$ cat src/rtl/m_unit_pkg.sv
// Shared types for the M-extension sequencer: FSM states, funct3 op codes,
// m_alu mux select encodings and op-classification helpers.
package m_unit_pkg;

    typedef enum logic [2:0] {
        S_IDLE,
        S_MUL,
        S_DIV_ITER,
        S_DIV_FIX,
        S_DONE
    } state_e;

    typedef enum logic [2:0] {
        OP_MUL    = 3'b000,
        OP_MULH   = 3'b001,
        OP_MULHSU = 3'b010,
        OP_MULHU  = 3'b011,
        OP_DIV    = 3'b100,
        OP_DIVU   = 3'b101,
        OP_REM    = 3'b110,
        OP_REMU   = 3'b111
    } op_e;

    // m_alu multiplier operand extension selects
    localparam logic MUX_MULT_UNSIGNED = 1'b0;
    localparam logic MUX_MULT_SIGNED   = 1'b1;

    // m_alu div/rem result selects
    localparam logic MUX_DR_DIV = 1'b0;
    localparam logic MUX_DR_REM = 1'b1;

    function automatic logic is_div(input op_e op);
        return op[2];
    endfunction

    function automatic logic is_rem(input op_e op);
        return op[2] & op[1];
    endfunction

    // Signed division variants are DIV and REM (funct3 bit 0 clear).
    function automatic logic is_signed(input op_e op);
        return op[2] & ~op[0];
    endfunction

    function automatic logic mult_a_signed(input op_e op);
        return (op == OP_MUL) || (op == OP_MULH) || (op == OP_MULHSU);
    endfunction

    function automatic logic mult_b_signed(input op_e op);
        return (op == OP_MUL) || (op == OP_MULH);
    endfunction

endpackage

$ cat src/rtl/m_alu.sv
// Datapath for the M-extension unit: multiplier, restoring-division subtractor,
// and the div/rem result mux with its negated copy.
module m_alu
    import m_unit_pkg::*;
#(
    parameter int XLEN = 32
) (
    input  logic                mux_multA_i,
    input  logic                mux_multB_i,
    input  logic                mux_div_rem_i,
    input  logic [XLEN-1:0]     r_i,
    input  logic [2*XLEN-2:0]   d_i,
    input  logic [XLEN-1:0]     z_i,
    output logic [2*XLEN-1:0]   product_o,
    output logic [XLEN-1:0]     sub_result_o,
    output logic                sub_ge_o,
    output logic [XLEN-1:0]     div_rem_o,
    output logic [XLEN-1:0]     div_rem_neg_o
);

    logic [XLEN-1:0]          mult_b;
    logic signed [2*XLEN-1:0] op_a;
    logic signed [2*XLEN-1:0] op_b;
    logic [XLEN:0]            diff;

    // The multiplier operand lives in the top half of D.
    assign mult_b = d_i[2*XLEN-2:XLEN-1];

    always_comb begin
        op_a = (mux_multA_i == MUX_MULT_SIGNED) ? {{XLEN{r_i[XLEN-1]}}, r_i}
                                                : {{XLEN{1'b0}}, r_i};
        op_b = (mux_multB_i == MUX_MULT_SIGNED) ? {{XLEN{mult_b[XLEN-1]}}, mult_b}
                                                : {{XLEN{1'b0}}, mult_b};
    end

    // Both operands are extended to 2*XLEN, so the truncated product is exact.
    assign product_o = op_a * op_b;

    assign diff         = {1'b0, r_i} - {1'b0, d_i[XLEN-1:0]};
    assign sub_result_o = diff[XLEN-1:0];
    assign sub_ge_o     = ~diff[XLEN];

    assign div_rem_o     = (mux_div_rem_i == MUX_DR_REM) ? r_i : z_i;
    assign div_rem_neg_o = -div_rem_o;

endmodule

$ cat src/rtl/m_unit_seq.sv
// M-extension sequencer: accepts one MUL/DIV/REM op, runs it over m_alu, returns one result.
// Optional build macro M_UNIT_DIV_EARLY_EXIT_EN short-cuts divisions with |rs1| < |rs2|.
module m_unit_seq
    import m_unit_pkg::*;
#(
    parameter int XLEN      = 32,
    parameter int DIV_ITERS = 32
) (
    input  logic            clk,
    input  logic            resetn,
    input  logic            in_valid,
    output logic            in_ready,
    input  logic [2:0]      in_funct3,
    input  logic [XLEN-1:0] in_rs1,
    input  logic [XLEN-1:0] in_rs2,
    input  logic [4:0]      in_rd,
    input  logic            kill,
    output logic            out_valid,
    input  logic            out_ready,
    output logic [XLEN-1:0] out_result,
    output logic [4:0]      out_rd,
    output logic            busy
);

    localparam int          DW        = 2*XLEN-1;
    localparam logic [4:0]  LAST_ITER = 5'(DIV_ITERS - 1);

    state_e            state_q;
    op_e               op_q;
    logic [4:0]        rd_q;
    logic [4:0]        cnt_q;
    logic              neg_quo_q;
    logic              neg_rem_q;
    logic [XLEN-1:0]   r_q, r_d;
    logic [DW-1:0]     d_q, d_d;
    logic [XLEN-1:0]   z_q, z_d;
    logic              out_valid_q;
    logic [XLEN-1:0]   out_result_q;
    logic [4:0]        out_rd_q;

    op_e               op_in;
    logic              accept;
    logic              sgn_in;
    logic              rs1_neg, rs2_neg;
    logic [XLEN-1:0]   abs1, abs2;
    logic              div_zero, div_ovf, div_short;

    logic              mux_multA, mux_multB, mux_div_rem;
    logic [2*XLEN-1:0] product;
    logic [XLEN-1:0]   sub_result;
    logic              sub_ge;
    logic [XLEN-1:0]   div_rem, div_rem_neg;
    logic [XLEN-1:0]   mul_res, fix_res;

    assign in_ready   = (state_q == S_IDLE);
    assign busy       = (state_q != S_IDLE);
    assign out_valid  = out_valid_q;
    assign out_result = out_result_q;
    assign out_rd     = out_rd_q;

    assign accept  = in_valid && in_ready && !kill;
    assign op_in   = op_e'(in_funct3);
    assign sgn_in  = is_signed(op_in);
    assign rs1_neg = sgn_in & in_rs1[XLEN-1];
    assign rs2_neg = sgn_in & in_rs2[XLEN-1];
    assign abs1    = rs1_neg ? -in_rs1 : in_rs1;
    assign abs2    = rs2_neg ? -in_rs2 : in_rs2;

    assign div_zero = (in_rs2 == '0);
    assign div_ovf  = sgn_in && (in_rs1 == {1'b1, {(XLEN-1){1'b0}}}) && (in_rs2 == '1);

`ifdef M_UNIT_DIV_EARLY_EXIT_EN
    // Quotient is zero and remainder is rs1 itself; divide-by-zero is caught first.
    assign div_short = (abs1 < abs2);
`else
    assign div_short = 1'b0;
`endif

    assign mux_multA   = mult_a_signed(op_q) ? MUX_MULT_SIGNED : MUX_MULT_UNSIGNED;
    assign mux_multB   = mult_b_signed(op_q) ? MUX_MULT_SIGNED : MUX_MULT_UNSIGNED;
    assign mux_div_rem = is_rem(op_q) ? MUX_DR_REM : MUX_DR_DIV;

    m_alu #(
        .XLEN(XLEN)
    ) u_alu (
        .mux_multA_i   (mux_multA),
        .mux_multB_i   (mux_multB),
        .mux_div_rem_i (mux_div_rem),
        .r_i           (r_q),
        .d_i           (d_q),
        .z_i           (z_q),
        .product_o     (product),
        .sub_result_o  (sub_result),
        .sub_ge_o      (sub_ge),
        .div_rem_o     (div_rem),
        .div_rem_neg_o (div_rem_neg)
    );

    assign mul_res = (op_q == OP_MUL) ? product[XLEN-1:0] : product[2*XLEN-1:XLEN];
    assign fix_res = (is_rem(op_q) ? neg_rem_q : neg_quo_q) ? div_rem_neg : div_rem;

    // R/D/Z next-state: operand setup on accept, one restoring step per DIV_ITER cycle.
    always_comb begin
        r_d = r_q;
        d_d = d_q;
        z_d = z_q;
        case (state_q)
            S_IDLE: begin
                if (accept) begin
                    if (!is_div(op_in)) begin
                        r_d = in_rs1;
                        d_d = {in_rs2, {(XLEN-1){1'b0}}};
                        z_d = '0;
                    end else if (div_zero) begin
                        r_d = in_rs1;
                        d_d = '0;
                        z_d = '1;
                    end else if (div_ovf) begin
                        r_d = '0;
                        d_d = '0;
                        z_d = {1'b1, {(XLEN-1){1'b0}}};
                    end else begin
                        r_d = abs1;
                        d_d = {abs2, {(XLEN-1){1'b0}}};
                        z_d = '0;
                    end
                end
            end
            S_DIV_ITER: begin
                if ((d_q[DW-1:XLEN] == '0) && sub_ge) begin
                    r_d = sub_result;
                    z_d = {z_q[XLEN-2:0], 1'b1};
                end else begin
                    z_d = {z_q[XLEN-2:0], 1'b0};
                end
                d_d = d_q >> 1;
            end
            default: ;
        endcase
    end

    always_ff @(posedge clk) begin
        if (!resetn) begin
            state_q      <= S_IDLE;
            op_q         <= OP_MUL;
            rd_q         <= '0;
            cnt_q        <= '0;
            neg_quo_q    <= 1'b0;
            neg_rem_q    <= 1'b0;
            r_q          <= '0;
            d_q          <= '0;
            z_q          <= '0;
            out_valid_q  <= 1'b0;
            out_result_q <= '0;
            out_rd_q     <= '0;
        end else begin
            r_q <= r_d;
            d_q <= d_d;
            z_q <= z_d;
            case (state_q)
                S_IDLE: begin
                    if (accept) begin
                        op_q  <= op_in;
                        rd_q  <= in_rd;
                        cnt_q <= '0;
                        // Special cases bypass the sign fix-up: their results are final.
                        neg_quo_q <= (div_zero || div_ovf) ? 1'b0 : (rs1_neg ^ rs2_neg);
                        neg_rem_q <= (div_zero || div_ovf) ? 1'b0 : rs1_neg;
                        if (!is_div(op_in))
                            state_q <= S_MUL;
                        else if (div_zero || div_ovf || div_short)
                            state_q <= S_DIV_FIX;
                        else
                            state_q <= S_DIV_ITER;
                    end
                end
                S_MUL: begin
                    if (kill) begin
                        state_q <= S_IDLE;
                    end else begin
                        out_result_q <= mul_res;
                        out_rd_q     <= rd_q;
                        out_valid_q  <= 1'b1;
                        state_q      <= S_DONE;
                    end
                end
                S_DIV_ITER: begin
                    if (kill) begin
                        state_q <= S_IDLE;
                    end else begin
                        cnt_q <= cnt_q + 5'd1;
                        if (cnt_q == LAST_ITER)
                            state_q <= S_DIV_FIX;
                    end
                end
                S_DIV_FIX: begin
                    if (kill) begin
                        state_q <= S_IDLE;
                    end else begin
                        out_result_q <= fix_res;
                        out_rd_q     <= rd_q;
                        out_valid_q  <= 1'b1;
                        state_q      <= S_DONE;
                    end
                end
                S_DONE: begin
                    if (out_ready) begin
                        out_valid_q <= 1'b0;
                        state_q     <= S_IDLE;
                    end
                end
                default: state_q <= S_IDLE;
            endcase
        end
    end

endmodule

$ cat config.mk
export PLATFORM = sky130hd
export DESIGN_NAME = m_unit_seq
export DESIGN_NICKNAME = d
export VERILOG_FILES = /design/src/rtl/m_unit_pkg.sv /design/src/rtl/m_alu.sv /design/src/rtl/m_unit_seq.sv
export SDC_FILE = /design/constraint.sdc
export NUM_CORES = 2
export LEC_CHECK = 0
export ABC_AREA = 1
export ABC_CLOCK_PERIOD_IN_PS = 15500
export CAP_MARGIN = 20
export CORE_ASPECT_RATIO = 0.7
export CORE_UTILIZATION = 50
export DETAILED_ROUTE_END_ITERATION = 7
export PLACE_DENSITY = 0.74
export SYNTH_ARGS = -nofsm -noshare
export SYNTH_HDL_FRONTEND = slang
export SYNTH_HIERARCHICAL = 1
export SYNTH_SLANG_ARGS = --single-unit
$ cat constraint.sdc
create_clock -name clk -period 15.5 [get_ports clk]
set_input_delay 4.65 -clock clk [delete_from_list [all_inputs] [get_ports clk]]
set_output_delay 4.65 -clock clk [all_outputs]
set_load 0.005 [all_outputs]
* After elaboration in Yosys (flattened, before gate mapping)
Index checks and enable logic that the tools add are counted.
** Operators by class
- Muxes and demuxes :: 47
- Divide/modulo/power cells :: 0
- Equality and inequality tests :: 17
- Order comparisons :: 0
- Reductions and logical operators :: 26
- $mul :: 1
- Shift-type cells :: 0
- Bitwise gates (word level) :: 8
- Add/sub/neg operators :: 5
** Operator list (number)
- 32-bit two-way mux :: 16
- 63-bit two-way mux :: 4
- 32-bit one-hot mux with 2 select lines :: 3
- 64-bit two-way mux :: 2
- 63-bit one-hot mux with 2 select lines :: 1
- 32-bit negator :: 3
- 32-bit == test (second input constant) :: 2
- 64-bit by 64-bit multiplier with 64-bit output :: 1
- 32-bit by 32-bit subtractor with 33-bit output :: 1
- 32-bit logical NOT :: 1
- 31-bit logical NOT :: 1
- 3-bit two-way mux :: 5
- 3-bit AND reduction :: 5
- 2-bit inequality test (second input constant) :: 6
- 3-bit one-hot mux with 4 select lines :: 1
- 1-bit two-way mux :: 10
- 5-bit two-way mux :: 2
- 5-bit one-hot mux with 2 select lines :: 1
- 3-bit by 2-bit == test with 1-bit output (second input constant) :: 3
- 3-bit by 1-bit == test with 1-bit output (second input constant) :: 2
- 3-bit logical NOT :: 2
- 2-bit AND reduction :: 3
- 2-bit nonzero test :: 3
- 5-bit by 1-bit adder with 5-bit output (second input constant) :: 1
- other kinds (14) :: 25
** Storage, ports and cells
- Memory bits (read-only) :: 0
- Memories kept :: 0
- Bits in writable memories :: 0
- Output and inout bits :: 40
- Latch bits :: 0
- Bits of input ports :: 77
- Flip-flop bits (word level) :: 183
- Word-level logic and storage cells :: 116

* Logic depth before layout (Yosys ltp)
- Depth in word-level cells :: 9
- Depth in mapped cells :: 47
- Gate-level depth less buffers :: 46

* Modules after synthesis
Netlist, hierarchy kept.
** Modules (own cells, without submodules)
- m_alu :: seq. area each 0.0 µm², times used 1, area an instance 53347.4 µm², cells each 6753
- m_unit_seq :: seq. area each 3663.5 µm², times used 1, area an instance 10493.8 µm², cells each 1574

* Worst setup path after synthesis
OpenSTA, ideal clock, no wires.
- Path kind :: register to register
- Start :: register r_q[31]
- End :: register out_result_q[31] (netlist: out_result[31])
- Buffers on the path :: 2
- Stages on the path, launching flop included :: 33
- Slack :: 6547 ps
- Period minus slack after synthesis :: 8953 ps
- Arrival time :: 8822 ps
- Library setup time :: 131 ps
- Cells stage by stage :: dfxtp_1 clkbuf_1 nand2_1 clkinv_1 clkbuf_1 nand2_1 fa_1 inv_1 fa_1 fa_1 inv_1 fa_1 inv_1 fa_1 fa_1 fa_1 fa_1 fa_1 inv_1 fa_1 inv_1 ha_1 a21oi_1 o21ai_0 o21bai_1 a21oi_1 o21ai_0 a21oi_1 nand2_1 nand3_1 nand2_1 o21bai_1 a31oi_1
** Between the ends
- Cells in the longest elaborated chain, start to end :: 5
- Elaborated cells between the ends (all ways) :: 9
- Classes of those cells :: add/sub: 1; mul: 1; mux: 7
** Ends and longest elaborated chain
- start: declaration :: line m_unit_seq.sv:34 : logic [XLEN-1:0] r_q, r_d;
- start signal: assignment :: line m_unit_seq.sv:157 : r_q <= r_d;
- 64-bit two-way mux :: line m_alu.sv:30 : op_a = (mux_multA_i == MUX_MULT_SIGNED) ? {{XLEN{r_i[XLEN-1]}}, r_i}
- 64-bit by 64-bit multiplier with 64-bit output :: line m_alu.sv:37 : assign product_o = op_a * op_b;
- named net product[63] :: line m_unit_seq.sv:49 : logic [2*XLEN-1:0] product;
- 32-bit two-way mux :: line m_unit_seq.sv:99 : assign mul_res = (op_q == OP_MUL) ? product[XLEN-1:0] : product[2*XLEN-1:XLEN];
- 32-bit two-way mux :: line m_unit_seq.sv:178 : if (kill) begin
- 32-bit one-hot mux with 2 select lines :: line m_unit_seq.sv:160 : case (state_q)
- end signal: assignment :: line m_unit_seq.sv:181 : out_result_q <= mul_res;
- end signal: assignment :: line m_unit_seq.sv:200 : out_result_q <= fix_res;
- end: declaration :: line m_unit_seq.sv:38 : logic [XLEN-1:0] out_result_q;
The timed path passes the listed nets, and every way through them passes these cells. The select of a mux whose other input is x is not followed.
A chain may end at the register's enable or synchronous reset.

* Final worst setup path
- Start :: register op_q[1]
- End :: register out_result_q[23] (netlist: out_result[23])
** Between the ends
- Cells in the longest elaborated chain, start to end :: 9
- Elaborated cells between the ends (all ways) :: 20
- Classes of those cells :: add/sub: 1; mul: 1; eq/ne: 2; mux: 12; bitwise: 1; reduce/logical: 3
** Ends and longest elaborated chain
- start: declaration :: line m_unit_seq.sv:29 : op_e op_q;
- start signal: assignment :: line m_unit_seq.sv:163 : op_q <= op_in;
- 3-bit by 1-bit == test with 1-bit output or 3-bit logical NOT (tied branches) :: line m_unit_pkg.sv:46 : return (op == OP_MUL) || (op == OP_MULH) || (op == OP_MULHSU);
- 1-bit logical OR :: line m_unit_pkg.sv:46
- 1-bit logical OR (*) :: line m_unit_pkg.sv:46
- 1-bit two-way mux (*) :: line m_unit_seq.sv:79 : assign mux_multA = mult_a_signed(op_q) ? MUX_MULT_SIGNED : MUX_MULT_UNSIGNED;
- named net mux_multA :: line m_unit_seq.sv:48 : logic mux_multA, mux_multB, mux_div_rem;
- 64-bit two-way mux (*) :: line m_alu.sv:30
- 64-bit by 64-bit multiplier with 64-bit output (*) :: line m_alu.sv:37
- named net product[55] :: line m_unit_seq.sv:49
- 32-bit two-way mux (*) :: line m_unit_seq.sv:99
- 32-bit two-way mux (*) :: line m_unit_seq.sv:178
- 32-bit one-hot mux with 2 select lines (*) :: line m_unit_seq.sv:160
The timed path passes the listed nets; every way through them passes the cells marked *. The select of a mux whose other input is x is not followed.

==> out/metrics.cfg <==
[outcome]
run_status = complete, no violations

[cells_and_area]
fillCellCount = 11930
areaGrowthSynthToFinish_pct = 4.907
final_layout_size_suffix_gt1_share_pct = 3.326
layout.nets = 10080

[setup_path]
end_kind = register
required_ns = 15.81
critPathSlowestCell = fa_1
worst-setup-path-type = reg2reg
crit_fanout = 25
max_stage_delay_ns = 0.82
crit_path_start_kind = register
cp.arrival_ns = 11.00
rrSetupSlack_ns = 4.81
crit_top_cell = fa_1

[grt]
use_met3_pct = 11.47
grt_pass1_vias = 55350
grt_busiest_layer = met1
use_met2_pct = 49.98
antenna_found_initial = 6
grt.total_usage_pct = 35.57
grt_pass1_wl_um = 341800
overflow = 0
use_met1_pct = 52.62
grt_max_degree = 87

[sta]
fin_setup_tns_ns = 0
finalClockSkew_ns = 0.02494
hold_ws_ns = 0.4669
rsz0062_at_grt = false
setup_viol = 0
max_clock_freq_ghz = 0.09354
fin_crit_sh_pct = 68.97
slew_headroom_pct = 22.95
maxSlewViolCount = 0
worst_slack_ns = 4.810
worst_pin_slew_ns = 1.156
hold_viol_final = 0
min_period_ns = 10.69

[routing]
wl_per_cell_um = 22.95
vias = 54670
drt_iter0_drc = 6686
totalWireLength_um = 226700
drc = 0
ant_nets = 0
first_pass_iters = 6
drt-vias-per-instance = 5.534

[floorplan]
initial_utilization_pct = 50.50
die_y_um = 301.0
placement_rows = 109
dieArea_um2 = 129100
ios = 117
coreArea_um2 = 126400
die_w_um = 429.1

[cts]
cts_tree = yes
cts_buffer_depth = 2
clkTransAtPathRegs_ns = 0.08
htreeDepth = 4
post_cts_buffers = 0
clockRootBuffer = clkbuf_16
numClockSinks = 183
clk_latency_ns = 0.46
hold_buffers = 0
cts_buffers = 17
post_cts_resized = 0

[power]
ir_worst_vdd_mv = 0.08825
comb_power_share_pct = 76.1
clockPowerShare_pct = 11.0
power_switching_mw = 2.482
power.share.sequential_pct = 12.9
p_total_mw = 4.250
power_density_nw_per_um2 = 63.45
power.internal_mw = 1.768
p_leak_nw = 39.13
switching_share_pct = 58.40

[logic_synthesis]
synth_area_um2 = 63840
synth_warnings = 6
synth_top_area_share_pct = 44.37
yosys_most_used_dff = dfxtp_1
synth_area_per_cell_um2 = 7.667
synth_edf_count = 0
yosys_register_bits = 183
synth_top_area_cell = fa_1
syn-num-nets = 10210
ys_top_cells_by_area = fa_1 44%, inv_1 14%, nand2_1 11%
ys_async_sr_fraction_pct = 0
synth_cell_types = 57
ys_seq_area_share_pct = 5.738
syn_inst = 8327

[placed_design]
gp_congestion = 1.062
portBuffers = 116
detailed_place_hpwl_um = 184400
pre_cts_slack_ns = 5.019

[job]
maxCapViolCount = 0

[min_path]
min-delay-path-class = reg2reg

area by class of cell:
class | count | area [µm²] | share of cell area [%]
multi-input combinational | 5340 | 49510 | 73.92
tap | 1665 | 2083 | 3.111
sequential | 183 | 3696 | 5.519
antenna | 6 | 15.01 | 0.02242
clock inverter | 14 | 182.7 | 0.2728
inverter | 2440 | 9160 | 13.68
clock buffer | 17 | 425.4 | 0.6352
timing repair buffer | 215 | 1907 | 2.847
path summary, 6_finish.rpt:
kind | end | from | depth (start not counted)
worst max-delay path | out_result[23]$_SDFFE_PN0P_ | op_q[1]$_SDFFE_PN0P_ | 36
worst min-delay path | r_q[29]$_SDFFE_PN0P_ | r_q[29]$_SDFFE_PN0P_ | 2
worst max register to register | out_result[23]$_SDFFE_PN0P_ | op_q[1]$_SDFFE_PN0P_ | 36
worst min register to register | r_q[29]$_SDFFE_PN0P_ | r_q[29]$_SDFFE_PN0P_ | 2
metal layers:
| layer | up-vias | part of all wire, % |
|---|---|---|
| met3 | 333 | 14 |
| met5 | - | 0.0057 |
| met4 | 2 | 2.7 |
| met2 | 3280 | 40 |
| met1 | 27400 | 43 |
| li1 | 23660 | - |
placed cells by master, fill, tap and decap left out, drive strengths merged, types with 43 or more instances in the layout:
master         netlist  routed
fa                1415    1415
nor2               523     523
o21bai              55      55
buf                 59     100
dfxtp              183     183
a31oi               48      48
nand2             1822    1822
nand4               43      43
inv               2439    2445
clkdlybuf4s50        0     115
nand3              178     178
ha                 395     395
a21oi              290     290
xor2               104     104
o21ai              257     257
a22oi               53      53
Yosys cell counts (2+ instances only):
master    number
inv_1       2418
nand2_1     1808
fa_1        1415
nor2_1       487
ha_1         395
clkbuf_1     305
a21oi_1      288
o21ai_0      230
dfxtp_1      183
nand3_1      171
xor2_1       104
o21bai_1      54
a22oi_1       53
a31oi_1       48
nand4_1       41
xnor2_1       35
nor3_1        27
buf_2         25
inv_2         21
nor2_2        19
nor2_4        16
buf_1         15
o21ai_1       15
nand2_2       13
nand3b_1      13
a21o_1        12
o21ai_2       12
buf_6         11
o211ai_1      10
or2_2         10
a21boi_0       8
nor4_1         8
o21a_1         8
a211oi_1       6
buf_4          6
nand3_2        6
nor3_2         6
and3_1         4
a21oi_2        2
buf_8          2
state kept, by name, indices dropped and copies added (netlist names), 3 cells and up:
signal,cells
out_result,32
rd_q,5
out_rd,5
cnt_q,5
op_q,3
r_q,32
d_q,63
state_q,3
z_q,32
critical path, delay by kind of cell (launching register included):
family | cells | cell delay, ns
and+or+nand+nor | 12 | 2.29
AOI/OAI and AO/OA | 3 | 0.65
DFF | 1 | 0.34
adders and majority gates | 11 | 5.92
buffers and inverters | 10 | 1.32
power by group through the flow:
stage / logic [mW] / registers, mW / clock network [mW]
after floorplan: 2.02 / 0.523 / 0
after global placement: 3.09 / 0.557 / 0
after detailed placement: 3.12 / 0.558 / 0
after CTS: 3.15 / 0.547 / 0.470
after global routing: 3.51 / 0.551 / 0.487
final: 3.23 / 0.550 / 0.466
stage by stage:
stage | util (%) | std cells | area, µm²
6_report | 52.98 | 9880 | 66970
3_3_place_gp | 52.47 | 9842 | 66340
2_1_floorplan | - | 8327 | 63840
3_5_place_dp | 52.48 | 9843 | 66350
4_1_cts | 52.96 | 9874 | 66960
5_1_grt | 52.96 | 9874 | 66960
cells by family (layout without fill, tap and decap cells):
kind of cell	count (synthesis)	count (layout)	share of synthesized area [%]
DFF	183	183	5.738
adders and majority gates	1810	1810	52.11
other	0	6	0
xor gates and xnor gates	139	139	1.907
and+or+nand+nor	2635	2635	16.74
muxes	1	1	0.01568
buffers and inverters	2804	2686	16.74
AOI/OAI and AO/OA	755	755	6.752
Power figures use the tool's default switching activity.
